[src/rtl/crt_53_pkg.sv]
// Shared constants and FSM state type for the mod-53 / mod-64 CRT residue decoder.
package crt_53_pkg;

  localparam int MOD      = 53;
  localparam int MOD_INV  = 29;
  localparam int INV_BITS = 5;
  localparam int RES_W    = 6;
  localparam int OUT_W    = 12;

  localparam logic [RES_W-1:0] MOD_R   = MOD[RES_W-1:0];
  // Padded to 8 bits so a 3-bit step index never selects outside the vector.
  localparam logic [7:0]       INV_VEC = MOD_INV[7:0];

  typedef enum logic [1:0] {
    ST_IDLE = 2'd0,
    ST_DIFF = 2'd1,
    ST_MUL  = 2'd2,
    ST_DONE = 2'd3
  } crt_state_e;

endpackage

[src/rtl/crt_53_64_decode_mod53_dbl_add.sv]
// Combinational (2*acc + (add ? d : 0)) mod 53; one step of the MSB-first constant multiply.
module mod53_dbl_add
  import crt_53_pkg::*;
(
  input  logic [RES_W-1:0] i_acc,
  input  logic [RES_W-1:0] i_d,
  input  logic             i_add,
  output logic [RES_W-1:0] o_sum
);

  localparam logic [7:0] M1 = MOD[7:0];
  localparam logic [7:0] M2 = 8'(2 * MOD);

  logic [7:0] w_sum;

  // Both operands are below 53, so the sum is at most 156 and one conditional subtract suffices.
  always_comb begin
    w_sum = {1'b0, i_acc, 1'b0} + (i_add ? {2'b00, i_d} : 8'd0);
    if (w_sum >= M2)
      o_sum = RES_W'(w_sum - M2);
    else if (w_sum >= M1)
      o_sum = RES_W'(w_sum - M1);
    else
      o_sum = RES_W'(w_sum);
  end

endmodule

[src/rtl/crt_53_64_decode.sv]
// Residue pair (X mod 53, X mod 64) to binary X via mixed-radix CRT with a serial constant multiply.
// Optional macro CRT_RANGE_CHECK_EN: flag r53 >= 53 on err (x forced to 0) instead of reducing it.
module crt_53_64_decode
  import crt_53_pkg::*;
(
  input  logic             clk,
  input  logic             rst_n,
  input  logic             in_valid,
  output logic             in_ready,
  input  logic [RES_W-1:0] r53,
  input  logic [RES_W-1:0] r64,
  output logic             out_valid,
  input  logic             out_ready,
  output logic [OUT_W-1:0] x,
  output logic             err,
  output logic [1:0]       dbg_state
);

  // Handshakes: a transfer happens on a rising edge where valid and ready are both 1;
  // ready never depends on valid, and x/err hold while out_valid=1 and out_ready=0.

  crt_state_e       r_state;
  crt_state_e       w_next;
  logic [RES_W-1:0] r_r53;
  logic [RES_W-1:0] r_r64;
  logic [RES_W-1:0] r_d;
  logic [RES_W-1:0] r_acc;
  logic [2:0]       r_step;
`ifdef CRT_RANGE_CHECK_EN
  logic             r_bad;
`endif

  logic [RES_W-1:0] w_r53_eff;
  logic [RES_W-1:0] w_b;
  logic [RES_W-1:0] w_d;
  logic [RES_W-1:0] w_acc_next;
  logic             w_bit;

  always_comb begin
    w_b = (r_r64 >= MOD_R) ? r_r64 - MOD_R : r_r64;
`ifdef CRT_RANGE_CHECK_EN
    w_r53_eff = r_r53;
`else
    w_r53_eff = (r_r53 >= MOD_R) ? r_r53 - MOD_R : r_r53;
`endif
    // Wrap-around in 6 bits is harmless: the true difference always lies in 0..52.
    w_d   = (w_r53_eff >= w_b) ? w_r53_eff - w_b : w_r53_eff + MOD_R - w_b;
    w_bit = INV_VEC[r_step];
  end

  mod53_dbl_add u_dbl_add (
    .i_acc (r_acc),
    .i_d   (r_d),
    .i_add (w_bit),
    .o_sum (w_acc_next)
  );

  always_comb begin
    w_next = r_state;
    case (r_state)
      ST_IDLE: if (in_valid)       w_next = ST_DIFF;
      ST_DIFF:                     w_next = ST_MUL;
      ST_MUL:  if (r_step == 3'd0) w_next = ST_DONE;
      ST_DONE: if (out_ready)      w_next = ST_IDLE;
      default:                     w_next = ST_IDLE;
    endcase
  end

  always_ff @(posedge clk) begin
    if (!rst_n) begin
      r_state <= ST_IDLE;
      r_r53   <= '0;
      r_r64   <= '0;
      r_d     <= '0;
      r_acc   <= '0;
      r_step  <= '0;
`ifdef CRT_RANGE_CHECK_EN
      r_bad   <= 1'b0;
`endif
    end else begin
      r_state <= w_next;
      case (r_state)
        ST_IDLE: begin
          if (in_valid) begin
            r_r53 <= r53;
            r_r64 <= r64;
`ifdef CRT_RANGE_CHECK_EN
            r_bad <= (r53 >= MOD_R);
`endif
          end
        end
        ST_DIFF: begin
          r_d    <= w_d;
          r_acc  <= '0;
          r_step <= 3'(INV_BITS - 1);
        end
        ST_MUL: begin
          r_acc <= w_acc_next;
          if (r_step != 3'd0) r_step <= r_step - 3'd1;
        end
        ST_DONE: begin
`ifdef CRT_RANGE_CHECK_EN
          if (out_ready) r_bad <= 1'b0;
`endif
        end
        default: ;
      endcase
    end
  end

  always_comb begin
    in_ready  = rst_n && (r_state == ST_IDLE);
    out_valid = (r_state == ST_DONE);
    dbg_state = r_state;
`ifdef CRT_RANGE_CHECK_EN
    x   = r_bad ? '0 : {r_acc, r_r64};
    err = r_bad && out_valid;
`else
    x   = {r_acc, r_r64};
    err = 1'b0;
`endif
  end

endmodule

[config.mk]
export PLATFORM = sky130hd
export DESIGN_NAME = crt_53_64_decode
export DESIGN_NICKNAME = d
export VERILOG_FILES = /design/src/rtl/crt_53_pkg.sv /design/src/rtl/crt_53_64_decode_mod53_dbl_add.sv /design/src/rtl/crt_53_64_decode.sv
export SDC_FILE = /design/constraint.sdc
export NUM_CORES = 1
export LEC_CHECK = 0
export CAP_MARGIN = 15
export CORE_MARGIN = 2
export CORE_UTILIZATION = 55
export DETAILED_ROUTE_END_ITERATION = 12
export DONT_BUFFER_PORTS = 1
export PLACE_DENSITY = 0.7
export SYNTH_ARGS = -nofsm -noshare
export SYNTH_HDL_FRONTEND = slang
export SYNTH_SLANG_ARGS = --single-unit
[constraint.sdc]
create_clock -name clk -period 4.1 [get_ports clk]
set_input_delay 0.82 -clock clk [delete_from_list [all_inputs] [get_ports clk]]
set_output_delay 0.82 -clock clk [all_outputs]
set_load 0.01 [all_outputs]
# --- After elaboration in Yosys (flattened, before gate mapping) ---
# Memories as Yosys holds them, arrays and structs flattened. A register that Yosys moved wholly into a read port is not among the register bits.
# Cells that the tools add are included.
classes:
  n_reduce_logical: 8
  add_sub_neg: 9
  order_cmp: 6
  n_eq_ne: 7
  n_mux: 16
op_table:
  columns: ["operator", "count"]
  rows:
  - ["$mux W6", 6]
  - ["$sub A6 B6 Y6 const B", 4]
  - ["$ge A6 B6 Y1 const B", 2]
  - ["$pmux W6 S2", 1]
  - ["$sub A6 B6 Y6", 2]
  - ["$mux W3", 3]
  - ["$add A7 B6 Y8", 1]
  - ["$ge A8 B6 Y1 const B", 1]
  - ["$ge A8 B7 Y1 const B", 1]
  - ["$pmux W2 S4", 1]
  - ["$add A6 B6 Y6 const B", 1]
  - ["$ge A6 B6 Y1", 1]
  - ["$mux W2", 3]
  - ["$ne A2 B2 Y1 const B", 3]
  - ["$pmux W3 S2", 1]
  - ["$eq A2 B2 Y1 const B", 2]
  - ["$lt A3 B4 Y1 const B", 1]
  - ["$reduce_and A2 Y1", 2]
  - ["$logic_not A3 Y1", 1]
  - ["$reduce_and A3 Y1", 1]
  - ["$reduce_bool A3 Y1", 1]
  - ["$sub A3 B1 Y3 const B", 1]
  - ["$eq A2 B1 Y1 const B", 1]
  - ["$logic_not A2 Y1", 1]
  - ["other kinds (4)", 4]
word_totals:
  in_bits: 16
  romBits: 8
  register_bits: 29
  wordCells: 53
  mem_count: 1
  out_inout_bits: 17
memory_table:
  columns: ["name", "words", "word_bits", "rd", "rd_clocked_by_memory_dff", "write_ports", "line", "text"]
  rows:
  - ["(no name shown)", 8, 1, 1, 1, 0, "crt_53_64_decode.sv:48", "w_bit = INV_VEC[r_step];"]

# --- Logic depth before layout (Yosys ltp) ---
depth:
  ltp_word: 8
  ltp_mapped: 20
  ltp_nobuf: 20

# --- Hierarchy ---
# Synthesis repeated with hierarchy kept, for this count alone.
unflattened:
  cells_unflattened: 344
  hier_area_um2: 2741.4
modules_own_cells:
  columns: ["module", "area_each_um2", "cells_each", "seq_area_each_um2", "n_inst"]
  rows:
  - ["crt_53_64_decode", 2142.1, 264, 600.6, 1]
  - ["mod53_dbl_add", 599.3, 80, 0.0, 1]

# --- Worst setup path before layout ---
# OpenSTA, ideal clock, no wires.
synth_timing:
  path_kind: "register to register"
  start: "reg r_r64[0]"
  end: "reg r_d[5]"
  synth_period_minus_slack_ps: 3425
  path_buffers: 1
  setup_time_ps: 86
  arrival_time_ps: 3339
  required_ps: 4014
  path_stages_with_launch: 19
  slack_ps: 675
  cell_sequence: "dfxtp_1 inv_1 ha_1 nand2b_1 a21oi_1 nor2b_1 and2_0 xnor2_1 ha_1 inv_1 fa_1 a21o_1 a21oi_1 a21oi_1 a211o_1 clkbuf_1 mux2i_1 xnor2_1 a211oi_1"
synth_between:
  elab_chain_len: 4
  elab_cells_between_ends: 7
  classes_between: "add/sub: 3; order compare: 2; mux: 2"
synth_rtl:
  columns: ["element", "line", "text"]
  rows:
  - ["start, declared", "crt_53_64_decode.sv:25", "logic [RES_W-1:0] r_r64;"]
  - ["start signal, assigned", "crt_53_64_decode.sv:86", "r_r64 <= r64;"]
  - ["$sub A6 B6 Y6 or $ge A6 B6 Y1 (tied branches)", "crt_53_64_decode.sv:40", "w_b = (r_r64 >= MOD_R) ? r_r64 - MOD_R : r_r64;"]
  - ["$mux W6 *", "crt_53_64_decode.sv:40", null]
  - ["$sub A6 B6 Y6 or $ge A6 B6 Y1 (tied branches)", "crt_53_64_decode.sv:47", "w_d = (w_r53_eff >= w_b) ? w_r53_eff - w_b : w_r53_eff + MOD_R - w_b;"]
  - ["$mux W6 *", "crt_53_64_decode.sv:47", null]
  - ["end signal, assigned", "crt_53_64_decode.sv:93", "r_d <= w_d;"]
  - ["end, declared", "crt_53_64_decode.sv:26", "logic [RES_W-1:0] r_d;"]
# Mark *: on every way between the ends. The rest lies on a longest branch, timed or not.
# A chain may end at the register's enable or synchronous reset.

# --- Worst setup path in the final report ---
# Ends and elaborated chain as after synthesis.

==> impl_metrics.csv <==
group,metric,value,unit
clocking,clkSlewWorstSetupHoldPaths,0.07,ns
routing,wl_met1,2.72,mm
routing,wl_met3,260,um
routing,wl_met2,2.46,mm
sta,tightest_slew,0.621,ns
layout,syn_to_final_growth,4.48,%
worst_setup_path,rr_startpoint,"r_r64[0]$_SDFFE_PN0P_",
sta,setup_viol,0,
clocking,cts_buffers,5,
worst_setup_path,path_buf_inv,2,
worst_setup_path,path_max_fanout,8,
yosys,synth_area_leaders,"dfxtp_1, ha_1, nand2_1",
routing,top_layer,"met4",
worst_setup_path,critPathTopFamily,"compound AO/OA/AOI/OAI gates",
floorplan,dieArea,0.00534,mm2
clocking,cts-resized-gates,0,
power_and_ir_drop,pwr-share-comb,0.609,
yosys,ys_ff_latch,30,
global_route,antenna_found_initial,0,
min_path,hold_depth,2,
routing,vias,2181,
outcome,outcome,"finished clean",
floorplan,die_w,73.1,um
floorplan,core_area,0.00466,mm2
routing,drtPass1Iterations,4,
sta,grt_setup_unrepaired,"false",
routing,drt_iter0_markers,106,
sta,skew,0.00485,ns
placed_design,gp_congestion,0.834,
clocking,clk_path_buf_depth,2,
global_route,grt_first_pass_wirelength,9.42,mm
min_path,holdCritStartpoint,"r_d[3]$_SDFFE_PN0P_",
clocking,cts_sinks,30,
clocking,h-tree-depth,2,
yosys,yosys.area_share.simple,0.186,
yosys,yosys.area.top_type,"dfxtp_1",
yosys,synth_mux_area_frac,0.0443,
sta,fmax,272,MHz
clocking,cts_tree,"built",
sta,final.min_clock_period,3.68,ns
yosys,synth-compound-area-share,0.206,
worst_setup_path,path_cells,"inv_1 -> ha_1 -> nand2b_1 -> a21oi_1 -> nor2b_1 -> and2_0 -> xnor2_1 -> ha_1 -> inv_1 -> fa_1 -> a21o_1 -> a21oi_1 -> a21oi_1 -> a211o_1 -> mux2i_1 -> xnor2_1 -> a211oi_1",
sta,fin_setup_tns,0,ns
power_and_ir_drop,peakVddDrop,0.480,mV
layout,fin_nets,390,
min_path,holdPathEnd,"r_d[3]$_SDFFE_PN0P_",
yosys,synth_cells,334,
yosys,synth_area_per_cell,7.86,um2
layout,antenna_cells,0,
floorplan,initial_core_util,0.563,
global_route,grt_max_degree,24,
routing,viasPerCell,5.62,
placed_design,hpwl,4.36,mm
worst_setup_path,r2r-end,"r_d[5]$_SDFFE_PN0P_",
yosys,yosysTopAreaCellShare,0.229,
power_and_ir_drop,p_int,0.000919,W
sta,slew_headroom,0.583,
placed_design,portBuffers,0,
worst_setup_path,crit_slowest_cell,"dfxtp_1",
yosys,synth-xor-area-share,0.0601,
yosys,synth_fa_ha_area_frac,0.202,
worst_setup_path,startpoint_type,"flop",
yosys,syn_nets,390,
placed_design,place_ws,0.419,ns
worst_setup_path,reg2reg_depth,17,
power_and_ir_drop,p_seq_frac,0.255,
worst_setup_path,cp-end-kind,"flop",
power_and_ir_drop,cellPowerDensity,633,mW/mm2
yosys,synth_top_family_by_area,"compound AO/OA/AOI/OAI gates",
power_and_ir_drop,leakage,1.20,nW
clocking,clock_latency,0.28,ns
floorplan,rows,25,
global_route,grt_pass1_vias,2069,
power_and_ir_drop,p_sw,0.000815,W
power_and_ir_drop,clock_power_share,0.136,
floorplan,num_io_pins,33,
sta,fin_ws,0.419,ns
global_route,grt.overflow.total,0,
routing,wire_per_inst,14.2,um
routing,drc,0,
layout,drive_above_1_share,0.0569,
power_and_ir_drop,swShare,0.470,
yosys,synth_cell_types,54,
yosys,yosysWarningCount,0,
worst_setup_path,reg2reg_slack,0.42,ns
yosys,ys_seq_area_frac,0.229,
clocking,ctsRootBufferMaster,"clkbuf_8",
min_path,hp-class,"flop to flop",
sta,hold_viol_final,0,
run,cap_violations,0,
worst_setup_path,arrival,3.89,ns
yosys,synth_area,0.00262,mm2
worst_setup_path,cp.required,4.31,ns
clocking,hold_buffers,0,
sta,fin_crit_sh,0.898,
routing,ant_nets,0,
worst_setup_path,critPathMaxStageDelay,0.44,ns
floorplan,die_h,73.1,um
sta,final_max_slew_viol_count,0,
global_route,track_usage,0.225,
routing,wl,5.51,mm
worst_setup_path,critical_path_class,"flop to flop",
worst_setup_path,worst_path_most_repeated_cell,"a21oi_1",
clocking,cts_setup_buffers,0,
-- synth_stat cells, drive strengths merged --
cell type / number
mux2i: 9
dfxtp: 30
a31oi: 4
nand2b: 7
o21a: 3
and2: 10
a22o: 1
mux2: 2
nor2b: 4
o311ai: 2
a211oi: 6
clkbuf: 4
o221ai: 1
nand2: 45
a32oi: 2
a32o: 1
xor2: 5
buf: 4
a21boi: 1
or3: 2
o2111ai: 1
o21bai: 1
inv: 39
and3: 3
a31o: 1
o211ai: 2
xnor2: 13
o2bb2ai: 1
nor3: 1
o21ai: 19
a311oi: 1
o221a: 1
or2: 1
a21oi: 29
a211o: 1
a21o: 5
conb: 1
nor2: 22
ha: 36
nor3b: 1
nand4: 3
nand3: 5
fa: 4
-- worst min-delay path: cells and delay by family, from the launching register on --
| kind | cells | cell delay (ns) |
|---|---|---|
| AOI/OAI and AO/OA | 1 | 0.05 |
| and+or+nand+nor | 1 | 0.08 |
| DFF | 1 | 0.31 |
-- cells in the final DEF, fill, tap and decap left out, types with 3 or more instances in the layout --
| cell | n |
|---|---|
| nand2_1 | 45 |
| inv_1 | 38 |
| ha_1 | 36 |
| dfxtp_1 | 30 |
| a21oi_1 | 29 |
| nor2_1 | 20 |
| o21ai_0 | 16 |
| xnor2_1 | 13 |
| and2_1 | 9 |
| mux2i_1 | 9 |
| nand2b_1 | 7 |
| a211oi_1 | 6 |
| a21o_1 | 5 |
| xor2_1 | 5 |
| nand3_1 | 5 |
| clkbuf_8 | 5 |
| nor2b_1 | 4 |
| a31oi_1 | 4 |
| fa_1 | 4 |
| nand4_1 | 3 |
| o21a_1 | 3 |
-- power by group through the flow --
stage	registers [W]	clock network, W	logic, W
2_1_floorplan	0.000427	0	0.000884
3_3_place_gp	0.000448	0	0.00102
3_5_place_dp	0.000450	0	0.00105
4_1_cts	0.000444	0.000244	0.00105
5_1_grt	0.000456	0.000252	0.00119
6_report	0.000443	0.000235	0.00106
-- cells by family (layout without fill, tap and decap cells) --
group / after synthesis / after routing
AND/OR/NAND/NOR: 104 / 104
XOR/XNOR: 18 / 18
multiplexers: 11 / 11
flip-flops: 30 / 30
buffers and inverters: 47 / 47
adder cells (fa/ha/maj): 40 / 40
other: 1 / 1
AO/OA/AOI/OAI: 83 / 83
-- registers in the layout, summed over array words and instances, names as in the netlist --
name / count
dbg_state: 2
r_acc: 6
r_d: 6
r_r53: 6
r_r64: 6
r_step: 3
u_dbl_add.i_add: 1
-- layer usage --
| layer | up-vias | track usage |
|---|---|---|
| met5 | - | 0 |
| met4 | 0 | 0.0741 |
| met3 | 7 | 0.0442 |
| met2 | 44 | 0.346 |
| met1 | 1002 | 0.313 |
| li1 | 1128 | - |
-- stage by stage --
stage | util | hold WS [ns] | cells | power (W) | area, um2
floorplan | - | 0.452 | 334 | 0.00131 | 2620
global placement | 0.570 | 0.468 | 381 | 0.00147 | 2660
detailed placement | 0.570 | 0.477 | 381 | 0.00149 | 2660
CTS | 0.588 | 0.487 | 388 | 0.00174 | 2740
global route | 0.588 | 0.510 | 388 | 0.00190 | 2740
finish | 0.588 | 0.484 | 388 | 0.00173 | 2740
-- worst max-delay path by stage --
stage / slack (ns) / endpoint / startpoint / cells past startpoint
final: 0.42 / r_d[5]$_SDFFE_PN0P_ / r_r64[0]$_SDFFE_PN0P_ / 17
after global routing: 0.08 / r_d[5]$_SDFFE_PN0P_ / r_r64[0]$_SDFFE_PN0P_ / 17
after CTS: 0.39 / r_d[5]$_SDFFE_PN0P_ / r_r64[1]$_SDFFE_PN0P_ / 17
after detailed placement: 0.42 / r_d[5]$_SDFFE_PN0P_ / r_r64[0]$_SDFFE_PN0P_ / 17
after global placement: 0.57 / r_d[5]$_SDFFE_PN0P_ / r_r64[0]$_SDFFE_PN0P_ / 17
after floorplan: 0.68 / r_d[5]$_SDFFE_PN0P_ / r_r64[0]$_SDFFE_PN0P_ / 18
-- cell type report --
class,count,area (um2)
Tap cell,54,67.6
Timing Repair Buffer,1,7.51
Fill cell,444,1920
Sequential cell,30,601
Clock buffer,5,68.8
Clock inverter,2,15.0
Inverter,39,146
Multi-Input combinational cell,257,1840
Note: power is estimated with default switching activity, not from simulation.
